--- config.mk ---
export PLATFORM = sky130hd
export DESIGN_NAME = ret_stack_flat
export DESIGN_NICKNAME = d
export VERILOG_FILES = /design/src/rtl/ret_stack_pkg.sv /design/src/rtl/ret_stack_if.sv /design/src/rtl/ret_stack_mem.sv /design/src/rtl/ret_stack.sv /design/src/flat_wrapper.sv
export SDC_FILE = /design/constraint.sdc
export NUM_CORES = 1
export LEC_CHECK = 0
export BUFFER_PORTS_ARGS = -buffer_cell sky130_fd_sc_hd__clkbuf_2
export CAP_MARGIN = 15
export CORE_MARGIN = 8
export CORE_UTILIZATION = 55
export DETAILED_ROUTE_END_ITERATION = 8
export PLACE_DENSITY = 0.75
export SYNTH_ARGS = -nofsm -noshare
export SYNTH_HDL_FRONTEND = slang
export SYNTH_SLANG_ARGS = --single-unit
--- constraint.sdc ---
create_clock -name clk -period 4.1 [get_ports clk]
set_clock_uncertainty 0.05 [all_clocks]
set_input_delay 0.82 -clock clk [delete_from_list [all_inputs] [get_ports clk]]
set_output_delay 0.82 -clock clk [all_outputs]
set_load 0.1 [all_outputs]
--- src/rtl/ret_stack_pkg.sv ---
// Constants shared along the CPU call/return path: PC width and the
// stack-op encoding used for the {push, pop} request pair.
package ret_stack_pkg;

  localparam int PC_W = 10;

  localparam logic [1:0] OP_NONE = 2'b00;
  localparam logic [1:0] OP_PUSH = 2'b10;
  localparam logic [1:0] OP_POP  = 2'b01;
  localparam logic [1:0] OP_REPL = 2'b11;

endpackage

--- src/rtl/ret_stack_if.sv ---
// Request/status bundle between the PC logic (master) and the return-address
// stack (slave). Requests apply at the next rising clk; status is registered.
interface ret_stack_if
  import ret_stack_pkg::*;
#(
  parameter int WIDTH = PC_W,
  parameter int DEPTH = 8
);

  localparam int AW = $clog2(DEPTH);

  logic             push;
  logic             pop;
  logic [WIDTH-1:0] din;
  logic             clr_err;
  logic [WIDTH-1:0] dout;
  logic [AW:0]      count;
  logic             empty;
  logic             full;
  logic             ovf;
  logic             unf;

  modport master (
    output push, pop, din, clr_err,
    input  dout, count, empty, full, ovf, unf
  );

  modport slave (
    input  push, pop, din, clr_err,
    output dout, count, empty, full, ovf, unf
  );

endinterface

--- src/rtl/ret_stack_mem.sv ---
// Unreset register array for the return stack: one synchronous write port
// and one asynchronous read port.
module ret_stack_mem #(
  parameter int WIDTH = 10,
  parameter int DEPTH = 8
) (
  input  logic                       clk,
  input  logic                       we,
  input  logic [$clog2(DEPTH)-1:0]   waddr,
  input  logic [WIDTH-1:0]           wdata,
  input  logic [$clog2(DEPTH)-1:0]   raddr,
  output logic [WIDTH-1:0]           rdata
);

  localparam int AW = $clog2(DEPTH);
  localparam logic [AW:0] DEPTH_C = (AW+1)'(DEPTH);

  logic [WIDTH-1:0] mem [DEPTH];

  always_ff @(posedge clk) begin
    if (we) begin
      mem[waddr] <= wdata;
    end
  end

  // Non-power-of-two depths leave unused address codes; read those as zero.
  assign rdata = ({1'b0, raddr} < DEPTH_C) ? mem[raddr] : '0;

endmodule

--- src/rtl/ret_stack.sv ---
// Return-address stack: pointer and sticky-flag control around ret_stack_mem.
// The top entry is always presented on dout, so a pop consumes it in-cycle.
module ret_stack
  import ret_stack_pkg::*;
#(
  parameter int WIDTH = PC_W,
  parameter int DEPTH = 8
) (
  input  logic      clk,
  input  logic      reset,
  ret_stack_if.slave bus
);

  localparam int AW = $clog2(DEPTH);
  localparam logic [AW:0] ONE     = (AW+1)'(1);
  localparam logic [AW:0] DEPTH_C = (AW+1)'(DEPTH);

  logic [AW:0]      sp;
  logic             ovf_q;
  logic             unf_q;
  logic [1:0]       op;
  logic             empty;
  logic             full;
  logic             we;
  logic [AW-1:0]    waddr;
  logic [AW-1:0]    top;
  logic [WIDTH-1:0] rdata;

  assign op    = {bus.push, bus.pop};
  assign empty = (sp == '0);
  assign full  = (sp == DEPTH_C);
  assign top   = AW'(sp - ONE);

  // Writes go to the free slot on a push, or over the top entry on a replace.
  always_comb begin
    we    = 1'b0;
    waddr = AW'(sp);
    case (op)
      OP_PUSH: we = !full;
      OP_REPL: begin
        we    = !empty;
        waddr = top;
      end
      default: we = 1'b0;
    endcase
  end

  always_ff @(posedge clk or negedge reset) begin
    if (!reset) begin
      sp    <= '0;
      ovf_q <= 1'b0;
      unf_q <= 1'b0;
    end else begin
      if (bus.clr_err) begin
        ovf_q <= 1'b0;
        unf_q <= 1'b0;
      end
      // A fresh error below overrides the clear issued in the same cycle.
      case (op)
        OP_NONE: ;
        OP_PUSH: begin
          if (!full) sp <= sp + ONE;
          else       ovf_q <= 1'b1;
        end
        OP_POP: begin
          if (!empty) sp <= sp - ONE;
          else        unf_q <= 1'b1;
        end
        OP_REPL: begin
          if (empty) unf_q <= 1'b1;
        end
        default: ;
      endcase
    end
  end

  ret_stack_mem #(
    .WIDTH (WIDTH),
    .DEPTH (DEPTH)
  ) u_mem (
    .clk   (clk),
    .we    (we),
    .waddr (waddr),
    .wdata (bus.din),
    .raddr (top),
    .rdata (rdata)
  );

  assign bus.dout  = empty ? '0 : rdata;
  assign bus.count = sp;
  assign bus.empty = empty;
  assign bus.full  = full;
  assign bus.ovf   = ovf_q;
  assign bus.unf   = unf_q;

endmodule

--- src/flat_wrapper.sv ---
// flat-port wrapper written by rule: the top's interface ports become plain ports
module ret_stack_flat import ret_stack_pkg::*;
#(
  parameter int WIDTH = PC_W,
  parameter int DEPTH = 8
)
  (clk, reset, bus_push, bus_pop, bus_din, bus_clr_err, bus_dout, bus_count, bus_empty, bus_full, bus_ovf, bus_unf);
  ret_stack_if #(.WIDTH(WIDTH), .DEPTH(DEPTH)) bus_i ();
  input  logic clk;
  input  logic reset;
  input wire logic [$bits(bus_i.push)-1:0] bus_push;
  input wire logic [$bits(bus_i.pop)-1:0] bus_pop;
  input wire logic [$bits(bus_i.din)-1:0] bus_din;
  input wire logic [$bits(bus_i.clr_err)-1:0] bus_clr_err;
  output wire logic [$bits(bus_i.dout)-1:0] bus_dout;
  output wire logic [$bits(bus_i.count)-1:0] bus_count;
  output wire logic [$bits(bus_i.empty)-1:0] bus_empty;
  output wire logic [$bits(bus_i.full)-1:0] bus_full;
  output wire logic [$bits(bus_i.ovf)-1:0] bus_ovf;
  output wire logic [$bits(bus_i.unf)-1:0] bus_unf;
  assign bus_i.push = bus_push;
  assign bus_i.pop = bus_pop;
  assign bus_i.din = bus_din;
  assign bus_i.clr_err = bus_clr_err;
  assign bus_dout = bus_i.dout;
  assign bus_count = bus_i.count;
  assign bus_empty = bus_i.empty;
  assign bus_full = bus_i.full;
  assign bus_ovf = bus_i.ovf;
  assign bus_unf = bus_i.unf;
  ret_stack #(.WIDTH(WIDTH), .DEPTH(DEPTH)) u_core (.clk(clk), .reset(reset), .bus(bus_i));
endmodule
======== Word-level counts from Yosys, hierarchy flattened ========
Memory sizes are Yosys's and may differ from the RTL's.
Cells that the tools add are included.
Widths: inputs -> output; s select.
operators by class
  $add $sub $neg .......................... 2
  multipliers ............................. 0
  divide/modulo/power cells ............... 0
  $lt $le $gt $ge ......................... 0
  equality and inequality tests ........... 6
  shift operators ......................... 0
  mux-type cells .......................... 14
  bitwise operators ....................... 0
  reductions and logical operators ........ 6
operators by type and width
  cell                 count
  $mux 10              1
  $mux 1               8
  $mux 4               2
  $pmux 4 s2           1
  $add 4x1->4 const B  1
  $eq 2x2->1 const B   2
  $eq 4x4->1 const B   1
  $logic_not 4->1      1
  $ne 2x2->1 const B   2
  $sub 4x1->4 const B  1
  $mux 3               1
  $reduce_and 3->1     1
  $eq 2x1->1 const B   1
  $logic_not 1->1      2
  $pmux 1 s2           1
  $reduce_bool 2->1    1
  $reduce_or 2->1      1
storage, ports and cells
  register bits ........................... 6
  latch bits .............................. 0
  memory bits (writable) .................. 80
  ROM bits ................................ 0
  input port bits ......................... 15
  memories kept ........................... 1
memory list
  name              words  bits a word  read ports  clocked after memory_dff  wr ports  line                 RTL
  u_core.u_mem.mem  8      10           1           0                         1         ret_stack_mem.sv:18  logic [WIDTH-1:0] mem [DEPTH];

======== Logic depth before layout (Yosys ltp) ========
  word-level depth ........................ 5
  mapped depth ............................ 9

======== Cells and area by module ========
A second synthesis with hierarchy kept.
second synthesis, totals
  cells, all modules ...................... 190
  area, all modules ....................... 3656.0 µm²
modules (own cells, without submodules)
  module         times used  cells an instance  area each (µm²)  seq. area each (µm²)
  ret_stack_mem  1           128                3133.0           2402.3
  ret_stack      1           62                 523.0            150.1

======== Worst setup path before layout ========
No wires, ideal clock.
  path type ............................... reg2out
  from .................................... register u_core.sp[0] (netlist: u_core.bus.count[0])
  to ...................................... output port bus_dout[1]
  arrival ................................. 3.851 ns
  required time ........................... 3.230 ns
  slack ................................... -0.621 ns
  stages on the path, launching flop included .. 10
  cells stage by stage .................... dfrtp_1 > buf_6 > buf_2 > inv_1 > ha_1 > clkbuf_1 > and3b_1 > clkbuf_1 > o21ai_0 > nand2_1
between the ends
  longest elaborated chain between the ends .. 3
  elaborated cells on any way between the ends .. 4
  those cells by class .................... add/sub: 1; mux: 1; reduce/logical: 1; memory: 1
RTL lines
  element                   line                RTL
  start: declaration        ret_stack.sv:18     logic [AW:0] sp;
  start signal: assignment  ret_stack.sv:62     if (!full) sp <= sp + ONE;
  start signal: assignment  ret_stack.sv:66     if (!empty) sp <= sp - ONE;
  $sub 4x1->4               ret_stack.sv:32     assign top = AW'(sp - ONE);
  $mem_v2 8x10              -
  $mux 10 (*)               ret_stack.sv:89     assign bus.dout = empty ? '0 : rdata;
  end: declaration          flat_wrapper.sv:15  output wire logic [$bits(bus_i.dout)-1:0] bus_dout;
Mark *: on every way between the ends. The rest lies on a longest branch, timed or not.

======== Final worst setup path ========
  from .................................... register u_core.sp[1] (netlist: u_core.bus.count[1])
  to ...................................... output port bus_dout[5]
The elaborated chain is that of the path after synthesis.

==> flow_metrics.tcl <==
set metrics [dict create \
    ctsRootBufferMaster "clkbuf_8" \
    status "completed" \
    cts_sinks 86 \
    post_cts_resized 0 \
    slowest_stage "ha_1" \
    die_h_um 97.5 \
    port_buffers 32 \
    cp-end-kind "output pin" \
    grt_pass1_vias 2010 \
    cts_buffers 9 \
    holdCritPathClass "in2async" \
    routabilityCongestion 0.707 \
    slew_headroom_pct 33.8 \
    viasPerCell 5.89 \
    syn_area_um2 3660 \
    syn_inst 212 \
    layout-drive-gt1-share_pct 30.9 \
    critPathMaxStageDelay_ns 0.95 \
    final_common_cell "edfxtp_1" \
    cts_tree "yes" \
    clk_pin_slew_ns 0.08 \
    top_level_ports 33 \
    drt_iter0_markers 82 \
    crit_buf_inv 2 \
    num_vias 1979 \
    start_util_pct 57.3 \
    die_w_um 97.5 \
    finalNetCount 274 \
    synth-edff-count 80 \
    die-area_um2 9520 \
    final_max_slew_viol_count 0 \
    cts_hold_buffers 0 \
    fillCellCount 459 \
    timing.rr.start "u_core.bus.count[1]" \
    synthFlopType "edfxtp_1" \
    crit_chain "inv_1 > ha_1 > mux4_2 > o21ai_0 > nand2_1 > buf_4" \
    max_cap_violations 0 \
    drtAntennaViolNets 0 \
    wl_per_cell_um 20.5 \
    antenna_cells 0 \
    ys_seq_area_share_pct 69.8 \
    crit_family "adder cells" \
    fin_hold_ws_ns 0.225 \
    critPathRequiredTime_ns 3.23 \
    synth.distinct_cells 34 \
    fmax_mhz 274 \
    cp_data_arrival_time_ns 2.78 \
    fp.coreArea_um2 6390 \
    synth-async-reset-ratio_pct 6.98 \
    crit_start "u_core.bus.count[1]" \
    routed_wirelength_um 6900 \
    worstMarginPinSlew_ns 0.994 \
    ys_warn_count 0 \
    cts_buffer_depth 2 \
    cp_max_fo 24 \
    fin_tns_setup_ns 0 \
    hpwl_um 4560 \
    final_area_um2 4160 \
    yosys_register_bits 86 \
    rsz0062_at_grt "no" \
    antenna_found_initial 0 \
    drc 0 \
    row_count 29 \
    clk_latency_ns 0.35 \
    crit_type "reg2out" \
    crit_path_start_kind "flop" \
    post-route-min-period_ns 3.65 \
    grt_use_total_pct 15.3 \
    avgSynthCellArea_um2 17.3 \
    grt_max_degree 30 \
    synth_nets 232 \
    period_share_pct 88.9 \
    postCtsSetupBuffers 0 \
    gr-total-overflow 0 \
    final-setup-viol-count 0 \
    htreeDepth 3 \
    place_area_um2 3960 \
    syn2layout_area_growth_pct 13.8 \
    detail_route.first_pass.iterations 4 \
    grt_pass1_wl_um 11000 \
    finalHoldViolCount 0 \
    layout.cells.most_common_list "edfxtp_1, clkbuf_2, o21ai_0" \
]
## logic make-up after synthesis
group           count (synthesis)  synth area share [%]
compound gates                 33                  5.34
flops                          86                  69.8
mux                            26                  14.5
simple gates                   38                  5.27
buf+inv                        20                  2.39
xor+xnor                        4                 0.958
fa+ha+maj                       5                  1.71
## stage by stage
stage | worst slack [ns] | utilization (%) | std cells
2_1_floorplan | 0.142 | - | 212
3_3_place_gp | 0.853 | 62.0 | 319
6_report | 0.454 | 65.2 | 336
5_1_grt | 0.236 | 65.2 | 336
3_5_place_dp | 0.823 | 62.0 | 319
4_1_cts | 0.428 | 65.1 | 335
## final cells by class
| class | count | area (um2) | share of cell area, % |
|---|---|---|---|
| flip-flops and latches | 86 | 2550 | 61.4 |
| multi-input cells | 106 | 1020 | 24.4 |
| repair buffers | 44 | 273 | 6.55 |
| clock buffers | 9 | 124 | 2.98 |
| well taps | 77 | 96.3 | 2.32 |
| clock inverters | 7 | 71.3 | 1.71 |
| inverters | 7 | 26.3 | 0.631 |
## Yosys cell counts (all sizes together), types with 2 or more instances
cell	count	area (um2)
o21ai	22	110
nand2	12	45.0
dfrtp	6	150
clkbuf	7	26.3
mux4	20	469
inv	7	26.3
mux2	2	22.5
nor2b	4	25.0
a32oi	2	17.5
buf	6	35.0
mux2i	4	40.0
xnor2	3	26.3
nor2	9	33.8
ha	5	62.6
a21oi	3	15.0
nand2b	2	12.5
edfxtp	80	2400
nor3	5	25.0
## routing by layer
metal	wire length, um	global-route usage, %	up-vias	share of wire, %
li1	-	-	919	-
met5	0	0	-	0
met3	340	4.91	15	4.9
met1	3070	18.7	983	44
met2	3360	24.4	62	49
met4	134	6.41	0	1.9
## flip-flops by register name, summed over array words and instances, names as in the netlist
register	cells
u_core.u_mem.mem	80
u_core.bus.count	4
u_core.bus.ovf	1
u_core.bus.unf	1
## worst paths after layout
path	end	slack, ns	depth (start not counted)
min in group clk	u_core.bus.ovf	0.49	2
min reg2reg	u_core.bus.ovf	0.49	2
max	bus_dout[5]	0.45	6
max reg2reg	u_core.u_mem.mem[7][6]	1.09	7
min	u_core.bus.ovf	0.23	1
max in group asynchronous	u_core.bus.count[0]	3.62	1
## worst reg2reg max path: stages, from the launching register on
cell and delay, ns:
dfrtp_1 0.49, inv_1 0.10, ha_1 0.69, nor2b_1 0.32, a32oi_1 0.11, nor3_1 0.50
clkbuf_2 0.29, buf_4 0.18
Power is not shown: default switching activity piles up to over one toggle a cycle in this logic, so the estimate is an artifact.
